### config.mk
export PLATFORM = sky130hd
export DESIGN_NAME = fabric_boot_ctrl
export DESIGN_NICKNAME = d
export VERILOG_FILES = /design/src/rtl/fabric_boot_ctrl.sv
export SDC_FILE = /design/constraint.sdc
export NUM_CORES = 1
export LEC_CHECK = 0
export ABC_AREA = 1
export CAP_MARGIN = 20
export CELL_PAD_IN_SITES_DETAIL_PLACEMENT = 2
export CELL_PAD_IN_SITES_GLOBAL_PLACEMENT = 2
export CORE_UTILIZATION = 34
export DETAILED_ROUTE_END_ITERATION = 12
export DONT_BUFFER_PORTS = 1
export PLACE_DENSITY = 0.74
export SLEW_MARGIN = 20
export SYNTH_ARGS = -nofsm -noshare
export SYNTH_HDL_FRONTEND = slang
export SYNTH_SLANG_ARGS = --single-unit
### constraint.sdc
create_clock -name clk_i -period 1.7 [get_ports clk_i]
set_input_delay 0.17 -clock clk_i [delete_from_list [all_inputs] [get_ports clk_i]]
set_output_delay 0.17 -clock clk_i [all_outputs]
set_load 0.1 [all_outputs]
### src/rtl/fabric_boot_ctrl.sv
// Boot loader: reads a bitstream slot word by word over a single-outstanding memory
// port and forwards each word to fabric_config. Optional checksum: FABRIC_BOOT_CHECKSUM_EN.
module fabric_boot_ctrl #(
  parameter int          SLOT_WORDS = 4096,
  parameter int          NUM_SLOTS  = 16,
  parameter logic [23:0] BASE_ADDR  = 24'h000000
) (
  input  logic        clk_i,
  input  logic        rst_ni,
  input  logic        boot_i,
  input  logic [3:0]  slot_i,
  input  logic        cfg_busy_i,
  output logic        mem_req_o,
  input  logic        mem_gnt_i,
  output logic [23:0] mem_addr_o,
  input  logic        mem_rvalid_i,
  input  logic [31:0] mem_rdata_i,
  output logic [31:0] bitstream_data_o,
  output logic        bitstream_valid_o,
  output logic        busy_o,
  output logic        done_o,
  output logic        error_o
);

  localparam int               IDX_W       = (SLOT_WORDS > 1) ? $clog2(SLOT_WORDS) : 1;
  localparam logic [IDX_W-1:0] LAST_IDX    = IDX_W'(SLOT_WORDS - 1);
  localparam logic [4:0]       NUM_SLOTS_W = 5'(NUM_SLOTS);
  localparam logic [23:0]      SLOT_BYTES  = 24'(SLOT_WORDS * 4);

  typedef enum logic [2:0] {IDLE, FETCH, WAIT, PUSH, DRAIN, DONE} state_t;

  state_t           state_reg, state_next;
  logic [IDX_W-1:0] idx_reg, idx_next;
  logic [23:0]      base_reg, base_next;
  logic [23:0]      addr_reg, addr_next;
  logic [31:0]      data_reg, data_next;
  logic             req_reg, req_next;
  logic             valid_reg, valid_next;
  logic             busy_reg, busy_next;
  logic             done_reg, done_next;
  logic             error_reg, error_next;
  logic [23:0]      boot_base;
`ifdef FABRIC_BOOT_CHECKSUM_EN
  logic [31:0]      csum_reg, csum_next;
`endif

  // Slot base wraps modulo 2^24 by construction of the 24-bit arithmetic.
  assign boot_base = BASE_ADDR + 24'(slot_i) * SLOT_BYTES;

  always_comb begin
    state_next = state_reg;
    idx_next   = idx_reg;
    base_next  = base_reg;
    addr_next  = addr_reg;
    data_next  = data_reg;
    error_next = error_reg;
`ifdef FABRIC_BOOT_CHECKSUM_EN
    csum_next  = csum_reg;
`endif
    case (state_reg)
      IDLE: begin
        if (boot_i) begin
          if ({1'b0, slot_i} < NUM_SLOTS_W) begin
            state_next = FETCH;
            idx_next   = '0;
            base_next  = boot_base;
            addr_next  = boot_base;
            error_next = 1'b0;
`ifdef FABRIC_BOOT_CHECKSUM_EN
            csum_next  = '0;
`endif
          end else begin
            error_next = 1'b1;
          end
        end
      end
      FETCH: begin
        // A same-cycle rvalid belongs to nobody yet; only the grant is taken here.
        if (mem_gnt_i) state_next = WAIT;
      end
      WAIT: begin
        if (mem_rvalid_i) begin
`ifdef FABRIC_BOOT_CHECKSUM_EN
          if (idx_reg == LAST_IDX) begin
            state_next = DRAIN;
            if (mem_rdata_i != csum_reg) error_next = 1'b1;
          end else begin
            state_next = PUSH;
            data_next  = mem_rdata_i;
            csum_next  = csum_reg ^ mem_rdata_i;
          end
`else
          state_next = PUSH;
          data_next  = mem_rdata_i;
`endif
        end
      end
      PUSH: begin
`ifdef FABRIC_BOOT_CHECKSUM_EN
        // The checksum word is always still to come after any pushed word.
        state_next = FETCH;
        idx_next   = idx_reg + IDX_W'(1);
        addr_next  = base_reg + 24'({idx_next, 2'b00});
`else
        if (idx_reg == LAST_IDX) begin
          state_next = DRAIN;
        end else begin
          state_next = FETCH;
          idx_next   = idx_reg + IDX_W'(1);
          addr_next  = base_reg + 24'({idx_next, 2'b00});
        end
`endif
      end
      DRAIN: begin
        if (!cfg_busy_i) state_next = DONE;
      end
      DONE: begin
        state_next = IDLE;
      end
      default: begin
        state_next = IDLE;
      end
    endcase

    // Outputs are registered decodes of the next state.
    req_next   = (state_next == FETCH);
    valid_next = (state_next == PUSH);
    busy_next  = (state_next != IDLE);
    done_next  = (state_next == DONE);
  end

  always_ff @(posedge clk_i or negedge rst_ni) begin
    if (!rst_ni) begin
      state_reg <= IDLE;
      idx_reg   <= '0;
      base_reg  <= '0;
      addr_reg  <= '0;
      data_reg  <= '0;
      req_reg   <= 1'b0;
      valid_reg <= 1'b0;
      busy_reg  <= 1'b0;
      done_reg  <= 1'b0;
      error_reg <= 1'b0;
`ifdef FABRIC_BOOT_CHECKSUM_EN
      csum_reg  <= '0;
`endif
    end else begin
      state_reg <= state_next;
      idx_reg   <= idx_next;
      base_reg  <= base_next;
      addr_reg  <= addr_next;
      data_reg  <= data_next;
      req_reg   <= req_next;
      valid_reg <= valid_next;
      busy_reg  <= busy_next;
      done_reg  <= done_next;
      error_reg <= error_next;
`ifdef FABRIC_BOOT_CHECKSUM_EN
      csum_reg  <= csum_next;
`endif
    end
  end

  assign mem_req_o         = req_reg;
  assign mem_addr_o        = addr_reg;
  assign bitstream_data_o  = data_reg;
  assign bitstream_valid_o = valid_reg;
  assign busy_o            = busy_reg;
  assign done_o            = done_reg;
  assign error_o           = error_reg;

endmodule

# After elaboration in Yosys (flattened, before gate mapping)
# Index checks and enable logic that the tools add are counted.
[word_totals]
register_bits = 79
out_inout_bits = 61
elab_cells = 39
[classes]
n_eq_ne = 10
add_sub_neg = 2
muxes = 12
reduce_logical = 6
[op_table]
columns = ["cell", "count"]
rows = [
  ["two-way mux 24 bit", 2],
  ["one-hot mux 24 bit (2 select lines)", 1],
  ["two-way mux 12 bit", 2],
  ["one-hot mux 12 bit (2 select lines)", 1],
  ["adder 18 x 14 -> 19 bit", 1],
  ["two-way mux 3 bit", 5],
  ["one-hot mux 3 bit (5 select lines)", 1],
  ["adder 12 x 1 -> 12 bit (second input constant)", 1],
  ["== test 12 bit (second input constant)", 1],
  ["== test 3 x 2 -> 1 bit (second input constant)", 3],
  ["== test 3 x 1 -> 1 bit (second input constant)", 2],
  ["== test 3 bit (second input constant)", 2],
  ["inequality test 2 bit (second input constant)", 2],
  ["AND reduction 2 bit", 2],
  ["zero test 3 bit", 1],
  ["AND reduction 3 bit", 1],
  ["nonzero test 3 bit", 1],
  ["nonzero test 2 bit", 1],
]

# Depth between registers and ports, before layout
# Gate-level depths: netlist (run 1).
[logic_depth]
ltp_word = 4
ltp_mapped = 9

# Least setup slack after synthesis (run 1)
# Ideal clock, no wire load.
[synth_timing]
kind = "register to register"
start = "register idx_reg[0]"
end = "register idx_reg[5]"
path_stages_with_launch = 9
path_slack_ns = -0.613
t_arrival_ns = 2.230
setup_time_ns = 0.083
n_path_buf = 1
required_ns = 1.617
path_cell_list = "dfrtp_1 ha_1 nand3_1 inv_1 nand3_2 a21boi_4 buf_6 nand2_1 o21ai_0"
[synth_between]
elab_chain_cells = 3
word_cells_on_any_way = 6
cone_classes = "add/sub: 1; eq/ne: 2; mux: 2; reduce/logical: 1"
[synth_lines]
columns = ["item", "line", "text"]
rows = [
  ["start: declaration", "33", "logic [IDX_W-1:0] idx_reg, idx_next;"],
  ["start signal: assignment", "149", "idx_reg <= idx_next;"],
  ["adder 12 x 1 -> 12 bit or == test 12 bit (tied branches)", "109, 105", ""],
  ["two-way mux 12 bit or inequality test 2 bit (tied branches)", "-", ""],
  ["one-hot mux 12 bit (2 select lines) or AND reduction 3 bit (tied branches)", "-", ""],
]
# Several ways; a longest one is shown, not always the timed one. The select of a mux whose other input is x is not followed.
# A chain may end at the register's enable or synchronous reset.

# Worst setup path in the final report (run 1)
# Same ends and word-level chain as after synthesis.

==> results of run 1 <==
-- area by class of cell --
cell class | count | share of cell area (%)
Tap cell | 99 | 3.33
Multi-Input combinational cell | 228 | 27.5
Timing Repair Buffer | 94 | 22.2
Inverter | 22 | 2.22
Sequential cell | 59 | 40.3
Clock buffer | 12 | 3.90
Clock inverter | 3 | 0.403
Antenna cell | 1 | 0.0672
-- metal layers --
| layer | global-route usage [%] | vias to the layer above | part of all wire [%] |
|---|---|---|---|
| met3 | 6.18 | 17 | 4.6 |
| met4 | 8.06 | 0 | 1.8 |
| li1 | - | 1158 | - |
| met1 | 25.1 | 1263 | 37 |
| met2 | 45.7 | 71 | 56 |
| met5 | 0 | - | 0 |
-- timing repair --
action                     in CTS  in global routing
hold endpoints to repair       93                  1
setup endpoints to repair       3                 17
gates cloned                    0                  0
pin swaps                       1                  2
buffers inserted                0                  1
hold buffers                   36                  1
gates resized for setup         0                  4
-- per-stage QoR --
stage / instance area, um2 / setup slack [ps] / instances / hold slack [ps] / utilization (%)
finish: 3720 / 117 / 518 / 23.1 / 50.5
global route: 3720 / 1.05 / 518 / 29.3 / 50.5
CTS: 3680 / 4.00 / 515 / 7.03 / 49.9
detailed placement: 3140 / 11.3 / 464 / -124 / 42.6
global placement: 3140 / 108 / 464 / -124 / 42.6
floorplan: 2720 / 2.15 / 328 / -126 / -
-- synth_stat cells --
| master | count |
|---|---|
| nand2_1 | 148 |
| dfrtp_1 | 59 |
| inv_1 | 20 |
| nand3_1 | 17 |
| nor2_1 | 15 |
| o21ai_0 | 15 |
| buf_4 | 10 |
| buf_2 | 4 |
| clkbuf_1 | 4 |
| a21oi_1 | 3 |
| nand4_1 | 3 |
| nand3_2 | 2 |
| nand3b_1 | 2 |
| nor2_2 | 2 |
| nor3_1 | 2 |
| o21ai_1 | 2 |
| xor2_1 | 2 |
| a21boi_4 | 1 |
| a21o_1 | 1 |
| buf_6 | 1 |
| clkinv_1 | 1 |
| conb_1 | 1 |
| ha_1 | 1 |
| inv_2 | 1 |
| nand2_2 | 1 |
| o22ai_1 | 1 |
| xnor2_1 | 1 |
-- worst max path at each step --
stage	start	endpoint	slack, ps
after floorplan	idx_reg[0]$_DFFE_PN0P_	idx_reg[7]$_DFFE_PN0P_	2
after global placement	idx_reg[0]$_DFFE_PN0P_	idx_reg[9]$_DFFE_PN0P_	110
after detailed placement	idx_reg[0]$_DFFE_PN0P_	idx_reg[5]$_DFFE_PN0P_	10
after CTS	idx_reg[0]$_DFFE_PN0P_	idx_reg[5]$_DFFE_PN0P_	4
after global routing	idx_reg[0]$_DFFE_PN0P_	busy_o$_DFF_PN0_	1
final	idx_reg[0]$_DFFE_PN0P_	idx_reg[5]$_DFFE_PN0P_	120
-- worst register-to-register path: cells and delay by family, from the launching register on --
| family | cells | cell delay [ps] |
|---|---|---|
| AO/OA/AOI/OAI | 2 | 280 |
| adder cells (fa/ha/maj) | 1 | 180 |
| buffers and inverters | 2 | 280 |
| flip-flops | 1 | 470 |
| AND/OR/NAND/NOR | 3 | 300 |
-- cell families (layout without fill, tap and decap cells) --
| kind of cell | Yosys count | after routing | synth area share (%) |
|---|---|---|---|
| adder cells (fa/ha/maj) | 1 | 1 | 0.475 |
| flip-flops | 59 | 59 | 56.0 |
| AND/OR/NAND/NOR | 192 | 192 | 29.6 |
| XOR/XNOR | 3 | 3 | 0.997 |
| other | 1 | 10 | 0.142 |
| AO/OA/AOI/OAI | 23 | 23 | 5.03 |
| buffers and inverters | 41 | 131 | 7.74 |
==> impl_table.tex, run 1 <==
\begin{tabular}{lr}
\hline
Metric & Value \\
\hline
\multicolumn{2}{l}{\textbf{Synth}} \\
Number of instances in the synthesized netlist & 320 \\
Post-Syn Area per Cell & 8.23 um2 \\
Top cell type's share of synthesized area & 56.0\% \\
Count of cell types in the netlist & 27 \\
Post-Synthesis Cell Area & 2640 um2 \\
Most area-hungry cell type in the Yosys netlist & dfrtp\_1 \\
Ys Warns & 0 \\
Flip-flop and latch count after synthesis & 59 \\
Portion of the post-synthesis area used by sequential elements & 56.0\% \\
Leading cell types by total area after synthesis & dfrtp\_1 (56\%), nand2\_1 (21\%), nand3\_1 (3.2\%), buf\_4 (2.8\%), inv\_1 (2.8\%) \\
\multicolumn{2}{l}{\textbf{CTS}} \\
Clock transition at the registers of the reported paths & 70 ps \\
Max Root-Sink Buffers & 2 \\
TritonCTS clock tree & yes \\
Root Buffer & clkbuf\_8 \\
Cts bufs inserted & 9 \\
H-tree levels & 3 \\
Clock Latency Late Sink & 330 ps \\
Clock sink count & 59 \\
\multicolumn{2}{l}{\textbf{Setup path}} \\
Top delay family on crit path & flip-flops \\
Bufs and invs on worst path & 2 \\
Logic depth of the worst path, buffers included & 8 \\
Data arrival, critical path & around 1800 ps \\
Startpoint-to-endpoint class of the critical path & reg -> reg \\
Largest stage delay on the critical path & 470 ps \\
Type of element launching the critical path & register \\
End of the worst register-to-register path & idx\_reg[5]\$\_DFFE\_PN0P\_ \\
Launch instance of the worst register-to-register path & idx\_reg[0]\$\_DFFE\_PN0P\_ \\
Crit path cell chain & ha\_4 -> nand3\_2 -> inv\_2 -> nand3\_4 -> a21boi\_4 -> buf\_12 -> nand2\_1 -> o21ai\_0 \\
Worst EP required & 1950 ps \\
Worst setup EP type & register \\
Slowest stage cell, crit path & dfrtp\_4 \\
Maximum fanout along the worst path & 15 \\
Slack of the worst reg-to-reg path & 120 ps \\
Register-to-Register Path Depth & 8 \\
\multicolumn{2}{l}{\textbf{Layout}} \\
Commonest cells after routing, fill and taps aside & nand2\_1 (147), buf\_4 (56), dfrtp\_1 (47), dlygate4sd3\_1 (36), inv\_1 (19) \\
Multi-input gate area in the final layout & 1020 um2 \\
Number of inserted filler cells in the final layout & 838 \\
Largest register FFs & 32 \\
FF+latch area & 1500 um2 \\
Share of layout cells above drive strength 1 & 22.7\% \\
Synth-to-layout area growth & 41.3\% \\
Commonest non-fill, non-tap cell in the layout & nand2\_1 \\
Final nets & between 400 and 500 \\
\multicolumn{2}{l}{\textbf{STA}} \\
Max-slew violation total from the final report & 0 \\
Minimum period implied by the final worst setup slack & 1580 ps \\
Layout Skew & 7.26 ps \\
Highest clock frequency the design can meet & 632 MHz \\
Portion of the clock cycle consumed by the worst path in the final layout & 93.1\% \\
RSZ-0062 raised after global routing & false \\
Max transition margin & 65.7\% \\
Slew @ Worst Pin & between 500 and 600 ps \\
Final hold violation count & 0 \\
Final number of setup-violating endpoints & 0 \\
Total negative slack & 0 ps \\
\multicolumn{2}{l}{\textbf{Route}} \\
Routed vias & 2509 \\
Starting DRT DRC Count & 80 \\
Number of nets with antenna violations after routing & 0 \\
Number of detailed-route iterations in the first pass & 4 \\
Routed wire length & around 9300 um \\
Final routed wire length divided by cell count & 17.9 um \\
Vias per cell & 4.84 \\
Total DRC errors in the routed layout & 0 \\
\multicolumn{2}{l}{\textbf{Placement}} \\
IO buf count & 0 \\
Placer Congestion & 0.793 \\
DPL Wire Length & 5570 um \\
\multicolumn{2}{l}{\textbf{Min path}} \\
Cell count of the worst hold path & 2 \\
Hold-critical path endpoint & base\_reg[17]\$\_DFFE\_PN0P\_ \\
Worst Min Path Start & slot\_i[3] \\
Hold WC Path Type & in -> reg \\
\multicolumn{2}{l}{\textbf{GRT}} \\
Antenna violations before repair & 1 \\
First-pass GRT wire length & 14900 um \\
Number of global-route vias before repair & between 2000 and 3000 \\
Grt ovf & 0 \\
Maximum number of pins on one net before global-route repair & 60 \\
Global router's overall resource usage & 23.9\% \\
\multicolumn{2}{l}{\textbf{Run status}} \\
Outcome & completed \\
\multicolumn{2}{l}{\textbf{Die}} \\
Die W & 90.0 um \\
Die extent in y & 90.0 um \\
Site Rows & 31 \\
Die ar. & $\sim$8000 um2 \\
Initial Utilization & 35.8\% \\
Number of top-level design ports & 103 \\
Placeable core area & between 7000 and 8000 um2 \\
\multicolumn{2}{l}{\textbf{Job}} \\
Number of violations of the max-capacitance limit & 0 \\
\hline
\end{tabular}
Power of run 1 is left out: the tool's default activity adds up to more than one toggle a clock period on the data nets, which glitch-free logic cannot reach.
==> run 2: changes to the inputs <==
--- a/config.mk
+++ b/config.mk
@@ -12,6 +12,7 @@
 export CORE_UTILIZATION = 34
 export DETAILED_ROUTE_END_ITERATION = 12
 export DONT_BUFFER_PORTS = 1
+export GPL_TIMING_DRIVEN = 0
 export PLACE_DENSITY = 0.74
 export SLEW_MARGIN = 20
 export SYNTH_ARGS = -nofsm -noshare
==> impl_table.tex, run 2 (same netlist as run 1, synthesis figures left out) <==
\begin{tabular}{lr}
\hline
Metric & Value \\
\hline
\multicolumn{2}{l}{\textbf{Run status}} \\
Outcome & complete, but fails checks \\
Violations in the final reports & setup timing \\
\multicolumn{2}{l}{\textbf{Route}} \\
Starting DRT DRC Count & 74 (-7.5\%) \\
Total DRC errors in the routed layout & 0 (unchanged) \\
Vias per cell & 4.90 (+1.1\%) \\
Final routed wire length divided by cell count & 16.8 um (-6.2\%) \\
Number of nets with antenna violations after routing & 0 (unchanged) \\
Routed vias & 2389 (-4.8\%) \\
Routed wire length & 8200 um (-12\%) \\
Number of detailed-route iterations in the first pass & 4 (unchanged) \\
\multicolumn{2}{l}{\textbf{Die}} \\
Site Rows & 31 (unchanged) \\
Die W & 90.0 um (unchanged) \\
Die extent in y & 90.0 um (unchanged) \\
Number of top-level design ports & 103 (unchanged) \\
Placeable core area & 7370 um2 (unchanged) \\
Initial Utilization & 35.8\% (unchanged) \\
Die ar. & 8110 um2 (unchanged) \\
\multicolumn{2}{l}{\textbf{Layout}} \\
Share of layout cells above drive strength 1 & 19.0\% (-3.7 points) \\
Cell area after layout & 3600 um2 (-3.3\%) \\
Ant. Diodes & 0 (-1) \\
Final nets & 427 (-6.6\%) \\
Number of inserted filler cells in the final layout & 815 (-2.7\%) \\
Largest register FFs & 32 (unchanged) \\
Layout Cells excl Fill & 488 (-5.8\%) \\
Commonest cells after routing, fill and taps aside & nand2\_1 (140), dfrtp\_1 (47), dlygate4sd3\_1 (37), inv\_1 (19) \\
Multi-input gate area in the final layout & 1080 um2 (+5.6\%) \\
FF+latch area & 1520 um2 (+1.3\%) \\
Commonest non-fill, non-tap cell in the layout & nand2\_1 \\
Final core utilization & 48.9\% (-1.7 points) \\
Synth-to-layout area growth & 36.7\% \\
\multicolumn{2}{l}{\textbf{STA}} \\
Minimum period implied by the final worst setup slack & 1790 ps (+210 ps) \\
Max transition margin & 38.1\% (-28 points) \\
Final hold violation count & 0 (unchanged) \\
Final worst-path setup slack & -92.4 ps (-210 ps) \\
Slew @ Worst Pin & 928 ps (+416 ps) \\
Highest clock frequency the design can meet & 558 MHz (-12\%) \\
RSZ-0062 raised after global routing & true \\
Max-slew violation total from the final report & 0 (unchanged) \\
Portion of the clock cycle consumed by the worst path in the final layout & 105\% (+12 points) \\
Final number of setup-violating endpoints & 12 (+12) \\
Layout Skew & 7.40 ps (+0.140 ps) \\
Total negative slack & -737 ps (-737 ps) \\
\multicolumn{2}{l}{\textbf{Placement}} \\
Placer Congestion & 0.721 (-9.0\%) \\
Placed Area & 2840 um2 (-9.5\%) \\
DPL Wire Length & 5060 um (-9.1\%) \\
\# placed instances & 427 (-8.0\%) \\
IO buf count & 0 (unchanged) \\
\multicolumn{2}{l}{\textbf{Setup path}} \\
Worst EP required & 1960 ps (about the same) \\
Type of element launching the critical path & register \\
End of the worst register-to-register path & idx\_reg[4]\$\_DFFE\_PN0P\_ \\
Top delay family on crit path & flip-flops \\
Largest stage delay on the critical path & 660 ps (+190 ps) \\
Data arrival, critical path & 2050 ps (+220 ps) \\
Bufs and invs on worst path & 2 (unchanged) \\
Worst setup EP type & register \\
Most frequent cell on the critical path & nand3\_4 \\
Launch instance of the worst register-to-register path & idx\_reg[0]\$\_DFFE\_PN0P\_ \\
Startpoint-to-endpoint class of the critical path & reg -> reg \\
Maximum fanout along the worst path & 7 (-8) \\
Register-to-Register Path Depth & 8 (unchanged) \\
Crit path cell chain & ha\_4 -> nand3\_4 -> inv\_4 -> nand3\_4 -> a21boi\_4 -> buf\_6 -> nand2\_1 -> o21ai\_1 \\
Logic depth of the worst path, buffers included & 8 (unchanged) \\
Slack of the worst reg-to-reg path & -90 ps (-210 ps) \\
Slowest stage cell, crit path & dfrtp\_4 \\
\multicolumn{2}{l}{\textbf{Min path}} \\
Worst Min Path Start & slot\_i[2] \\
Hold WC Path Type & in -> reg \\
Cell count of the worst hold path & 2 (unchanged) \\
Hold-critical path endpoint & base\_reg[16]\$\_DFFE\_PN0P\_ \\
\multicolumn{2}{l}{\textbf{GRT}} \\
Met1 Use GR & 23.8\% (-1.3 points) \\
Grt ovf & 0 (unchanged) \\
Maximum number of pins on one net before global-route repair & 60 (unchanged) \\
Global router's overall resource usage & 21.6\% (-2.2 points) \\
Grt peak-use layer & met2 \\
First-pass GRT wire length & 13700 um (-8.0\%) \\
Met3 routing resource usage after global routing & 5.58\% (-0.59 points) \\
Number of global-route vias before repair & 2747 (-5.4\%) \\
M2 GR Usage & 38.4\% (-7.3 points) \\
Antenna violations before repair & 0 (-1) \\
\multicolumn{2}{l}{\textbf{CTS}} \\
Clock Latency Late Sink & 340 ps (about the same) \\
H-tree levels & 3 (unchanged) \\
Cts bufs inserted & 9 (unchanged) \\
TritonCTS clock tree & yes \\
Root Buffer & clkbuf\_8 \\
Max Root-Sink Buffers & 2 (unchanged) \\
Clock sink count & 59 (unchanged) \\
Clock transition at the registers of the reported paths & 70 ps (about the same) \\
\multicolumn{2}{l}{\textbf{Job}} \\
Number of violations of the max-capacitance limit & 0 (unchanged) \\
\hline
\end{tabular}
[run 2: how the worst max path moves through the flow]
stage / from / end / slack (ps)
finish: idx_reg[0]$_DFFE_PN0P_ / idx_reg[4]$_DFFE_PN0P_ / -90
floorplan: idx_reg[0]$_DFFE_PN0P_ / idx_reg[7]$_DFFE_PN0P_ / 2
global placement: idx_reg[0]$_DFFE_PN0P_ / idx_reg[7]$_DFFE_PN0P_ / -220
detailed placement: idx_reg[0]$_DFFE_PN0P_ / idx_reg[7]$_DFFE_PN0P_ / -230
global route: idx_reg[0]$_DFFE_PN0P_ / idx_reg[7]$_DFFE_PN0P_ / -190
CTS: idx_reg[0]$_DFFE_PN0P_ / idx_reg[4]$_DFFE_PN0P_ / -110
[run 2: through the flow]
step | hold WS [ps] | worst slack, ps
2_1_floorplan | -126 | 2.15
3_3_place_gp | -124 | -216
3_5_place_dp | -124 | -228
4_1_cts | 10.5 | -113
5_1_grt | 31.3 | -187
6_report | 17.5 | -92.4
[run 2: area by class of cell]
type,instances,share of cell area (%)
flip-flops and latches,59,42.3
multi-input cells,228,30.1
repair buffers,45,12.7
clock buffers,11,3.65
well taps,99,3.44
plain buffers,19,3.37
inverters,22,2.36
clock inverters,5,2.15
[run 2: timing repair]
item	CTS	global route
hold endpoints to repair	95	0
hold buffers	38	0
resized for setup	23	15
buffers inserted	5	1
endpoints found under the setup margin	19	18
pin swaps	3	2
cloned	1	0
[run 2: layer usage]
layer / vias to the layer above / routed length [um]
met3: 16 / 493
met1: 1195 / 3130
li1: 1104 / -
met2: 74 / 4380
met5: - / 0
met4: 0 / 203
Power of run 2 is left out for the same reason.
==> run 3: changes to the inputs <==
==> constraint.sdc (replaced) <==
create_clock -name clk_i -period 1.7 [get_ports clk_i]
set_input_delay 0.17 -clock clk_i [delete_from_list [all_inputs] [get_ports clk_i]]
set_output_delay 0.17 -clock clk_i [all_outputs]
set_load 0.02 [all_outputs]
==> impl_table.tex, run 3 (same netlist as run 1, synthesis figures left out) <==
\begin{tabular}{lr}
\hline
Metric & Value \\
\hline
\multicolumn{2}{l}{\textbf{STA}} \\
RSZ-0062 raised after global routing & true \\
Max-slew violation total from the final report & 0 (unchanged) \\
Final worst-path setup slack & 80.5 ps (+173 ps) \\
Layout Skew & 8.06 ps (+0.666 ps) \\
Minimum period implied by the final worst setup slack & 1620 ps (-173 ps) \\
Portion of the clock cycle consumed by the worst path in the final layout & 95.3\% (-10 points) \\
Final hold violation count & 0 (unchanged) \\
Slew @ Worst Pin & 531 ps (-397 ps) \\
Final number of setup-violating endpoints & 0 (-12) \\
Max transition margin & 64.6\% (+26 points) \\
Highest clock frequency the design can meet & 617 MHz (+11\%) \\
\multicolumn{2}{l}{\textbf{Route}} \\
Vias per cell & 4.74 (-3.2\%) \\
Number of detailed-route iterations in the first pass & 4 (unchanged) \\
Routed wire length & 8050 um (-1.9\%) \\
Starting DRT DRC Count & 46 (-38\%) \\
Number of nets with antenna violations after routing & 0 (unchanged) \\
Total DRC errors in the routed layout & 0 (unchanged) \\
Final routed wire length divided by cell count & 16.5 um (-1.7\%) \\
Routed vias & 2307 (-3.4\%) \\
\multicolumn{2}{l}{\textbf{Die}} \\
Number of top-level design ports & 103 (unchanged) \\
Initial Utilization & 35.8\% (unchanged) \\
Die extent in y & 90.0 um (unchanged) \\
Placeable core area & 7370 um2 (unchanged) \\
Site Rows & 31 (unchanged) \\
Die W & 90.0 um (unchanged) \\
Die ar. & 8110 um2 (unchanged) \\
\multicolumn{2}{l}{\textbf{Setup path}} \\
Data arrival, critical path & 1900 ps (-150 ps) \\
Worst setup EP type & register \\
Maximum fanout along the worst path & 7 (unchanged) \\
Startpoint-to-endpoint class of the critical path & reg -> reg \\
Largest stage delay on the critical path & 510 ps (-150 ps) \\
Slowest stage cell, crit path & dfrtp\_2 \\
Type of element launching the critical path & register \\
Worst EP required & 1980 ps (+20 ps) \\
Crit path cell chain & ha\_4 -> nand3\_4 -> inv\_2 -> nand3\_4 -> a21boi\_4 -> buf\_4 -> nand2\_1 -> nand2\_1 \\
\multicolumn{2}{l}{\textbf{Layout}} \\
Share of layout cells above drive strength 1 & 15.2\% (-3.8 points) \\
Commonest non-fill, non-tap cell in the layout & nand2\_1 \\
Commonest cells after routing, fill and taps aside & nand2\_1 (147), dfrtp\_1 (53), dlygate4sd3\_1 (37), inv\_1 (19), nand3\_1 (15) \\
Number of inserted filler cells in the final layout & 812 (-0.37\%) \\
Largest register FFs & 32 (unchanged) \\
Cell area after layout & 3500 um2 (-2.8\%) \\
Synth-to-layout area growth & 32.8\% \\
Final nets & 425 (-0.47\%) \\
\multicolumn{2}{l}{\textbf{CTS}} \\
Clock Latency Late Sink & 350 ps (about the same) \\
TritonCTS clock tree & yes \\
H-tree levels & 3 (unchanged) \\
Cts bufs inserted & 9 (unchanged) \\
Clock sink count & 59 (unchanged) \\
Max Root-Sink Buffers & 2 (unchanged) \\
Clock transition at the registers of the reported paths & 70 ps (about the same) \\
Root Buffer & clkbuf\_8 \\
\multicolumn{2}{l}{\textbf{Pwr}} \\
Overall power after layout & 5.60 mW \\
Net switching share of the total power & roughly 43\% \\
Portion of total power attributed to combinational logic & 25.6\% \\
Internal power consumption & 3.17 mW \\
Power spent charging and discharging nets & 2.43 mW \\
Largest vdd supply drop & roughly 590 uV \\
Leakage dissipation & 1.75 nW \\
Fraction of power consumed by the clock network & a little under a quarter \\
Pwr dens & 1600 nW/um2 \\
Part of the power in registers & 50.7\% \\
\multicolumn{2}{l}{\textbf{Run status}} \\
Outcome & completed \\
\multicolumn{2}{l}{\textbf{Placement}} \\
Placed Area & 2790 um2 (-1.8\%) \\
DPL Wire Length & 5060 um (about the same) \\
IO buf count & 0 (unchanged) \\
Dpl ws & -365 ps (-137 ps) \\
Placer Congestion & 0.754 (+4.6\%) \\
\multicolumn{2}{l}{\textbf{GRT}} \\
First-pass GRT wire length & 13600 um (-0.81\%) \\
Number of global-route vias before repair & 2690 (-2.1\%) \\
Global router's overall resource usage & 21.8\% (+0.11 points) \\
Grt ovf & 0 (unchanged) \\
Maximum number of pins on one net before global-route repair & 60 (unchanged) \\
Antenna violations before repair & 1 (+1) \\
\multicolumn{2}{l}{\textbf{Job}} \\
Number of violations of the max-capacitance limit & 0 (unchanged) \\
\multicolumn{2}{l}{\textbf{Min path}} \\
Hold WC Path Type & in -> reg \\
\hline
\end{tabular}
## run 3: cell types whose count changed in the layout (fill, tap and decap cells not counted), sizes merged
| cell | delta |
|---|---|
| diode | +1 |
| clkinv | -1 |
| clkinvlp | +2 |
| bufinv | -1 |
| buf | -2 |
| clkbuf | -1 |
| inv | +1 |
## run 3: metrics by stage
stage / cells / setup TNS (ps) / util [%] / hold WS, ps
after global routing: 487 / -143 / 47.5 / 26.6
after detailed placement: 427 / -5350 / 37.8 / -124
after CTS: 482 / 0 / 46.5 / 11.1
final: 487 / 0 / 47.5 / 19.2
after floorplan: 328 / 0 / - / -126
after global placement: 427 / -4600 / 37.8 / -124
## run 3: area by class of cell
type	instances	area, um2	area share, %
Antenna cell	1	2.50	0.0715
Buffer	19	121	3.47
Clock buffer	10	138	3.93
Clock inverter	6	63.8	1.82
Inverter	22	86.3	2.47
Multi-Input combinational cell	228	1040	29.7
Sequential cell	59	1480	42.4
Tap cell	99	124	3.54
Timing Repair Buffer	43	439	12.5
## run 3: path summary, 6_finish.rpt
check | startpoint | endpoint | slack (ps) | cells after the start
min in group asynchronous | rst_ni | bitstream_data_o[5]$_DFFE_PN0P_ | 370 | 2
worst min-delay path | cfg_busy_i | done_o$_DFF_PN0_ | 20 | 2
worst min register to register | base_reg[17]$_DFFE_PN0P_ | base_reg[17]$_DFFE_PN0P_ | 500 | 2
max in group asynchronous | rst_ni | bitstream_data_o[4]$_DFFE_PN0P_ | 1030 | 2
worst max-delay path | idx_reg[0]$_DFFE_PN0P_ | mem_addr_o[15]$_DFFE_PN0P_ | 80 | 8
worst max register to register | idx_reg[0]$_DFFE_PN0P_ | mem_addr_o[15]$_DFFE_PN0P_ | 80 | 8
## run 3: layer usage
layer  vias to the layer above  part of all wire [%]  global-route usage (%)
li1                       1101                     -                       -
met1                      1126                    40                    23.3
met2                        70                    53                    39.2
met3                        10                   6.4                    8.38
met4                         0                   1.2                    6.85
met5                         -                     0                       0
## run 3: power by group through the flow
stage / logic, mW / registers (mW) / clock network (mW)
final: 1.43 / 2.84 / 1.33
after global routing: 1.65 / 2.90 / 1.43
after CTS: 1.37 / 2.84 / 1.36
after detailed placement: 1.21 / 2.84 / 0
after global placement: 1.14 / 2.84 / 0
after floorplan: 0.928 / 2.73 / 0
## run 3: repair_timing
action                                  in CTS  in global routing
endpoints found under the setup margin      20                 17
pin swaps                                    1                  2
resized for setup                            9                 14
buffers inserted                             1                  3
hold endpoints to repair                    95                  0
cloned                                       0                  1
hold buffers                                38                  0
## run 3: worst max-delay path: cells and delay by family, from the launching register on
kind | cells | cell delay, ps
compound gates | 1 | 200
fa+ha+maj | 1 | 210
buf+inv | 2 | 310
flops | 1 | 510
simple gates | 4 | 330
(Power assumes the default switching activity.)
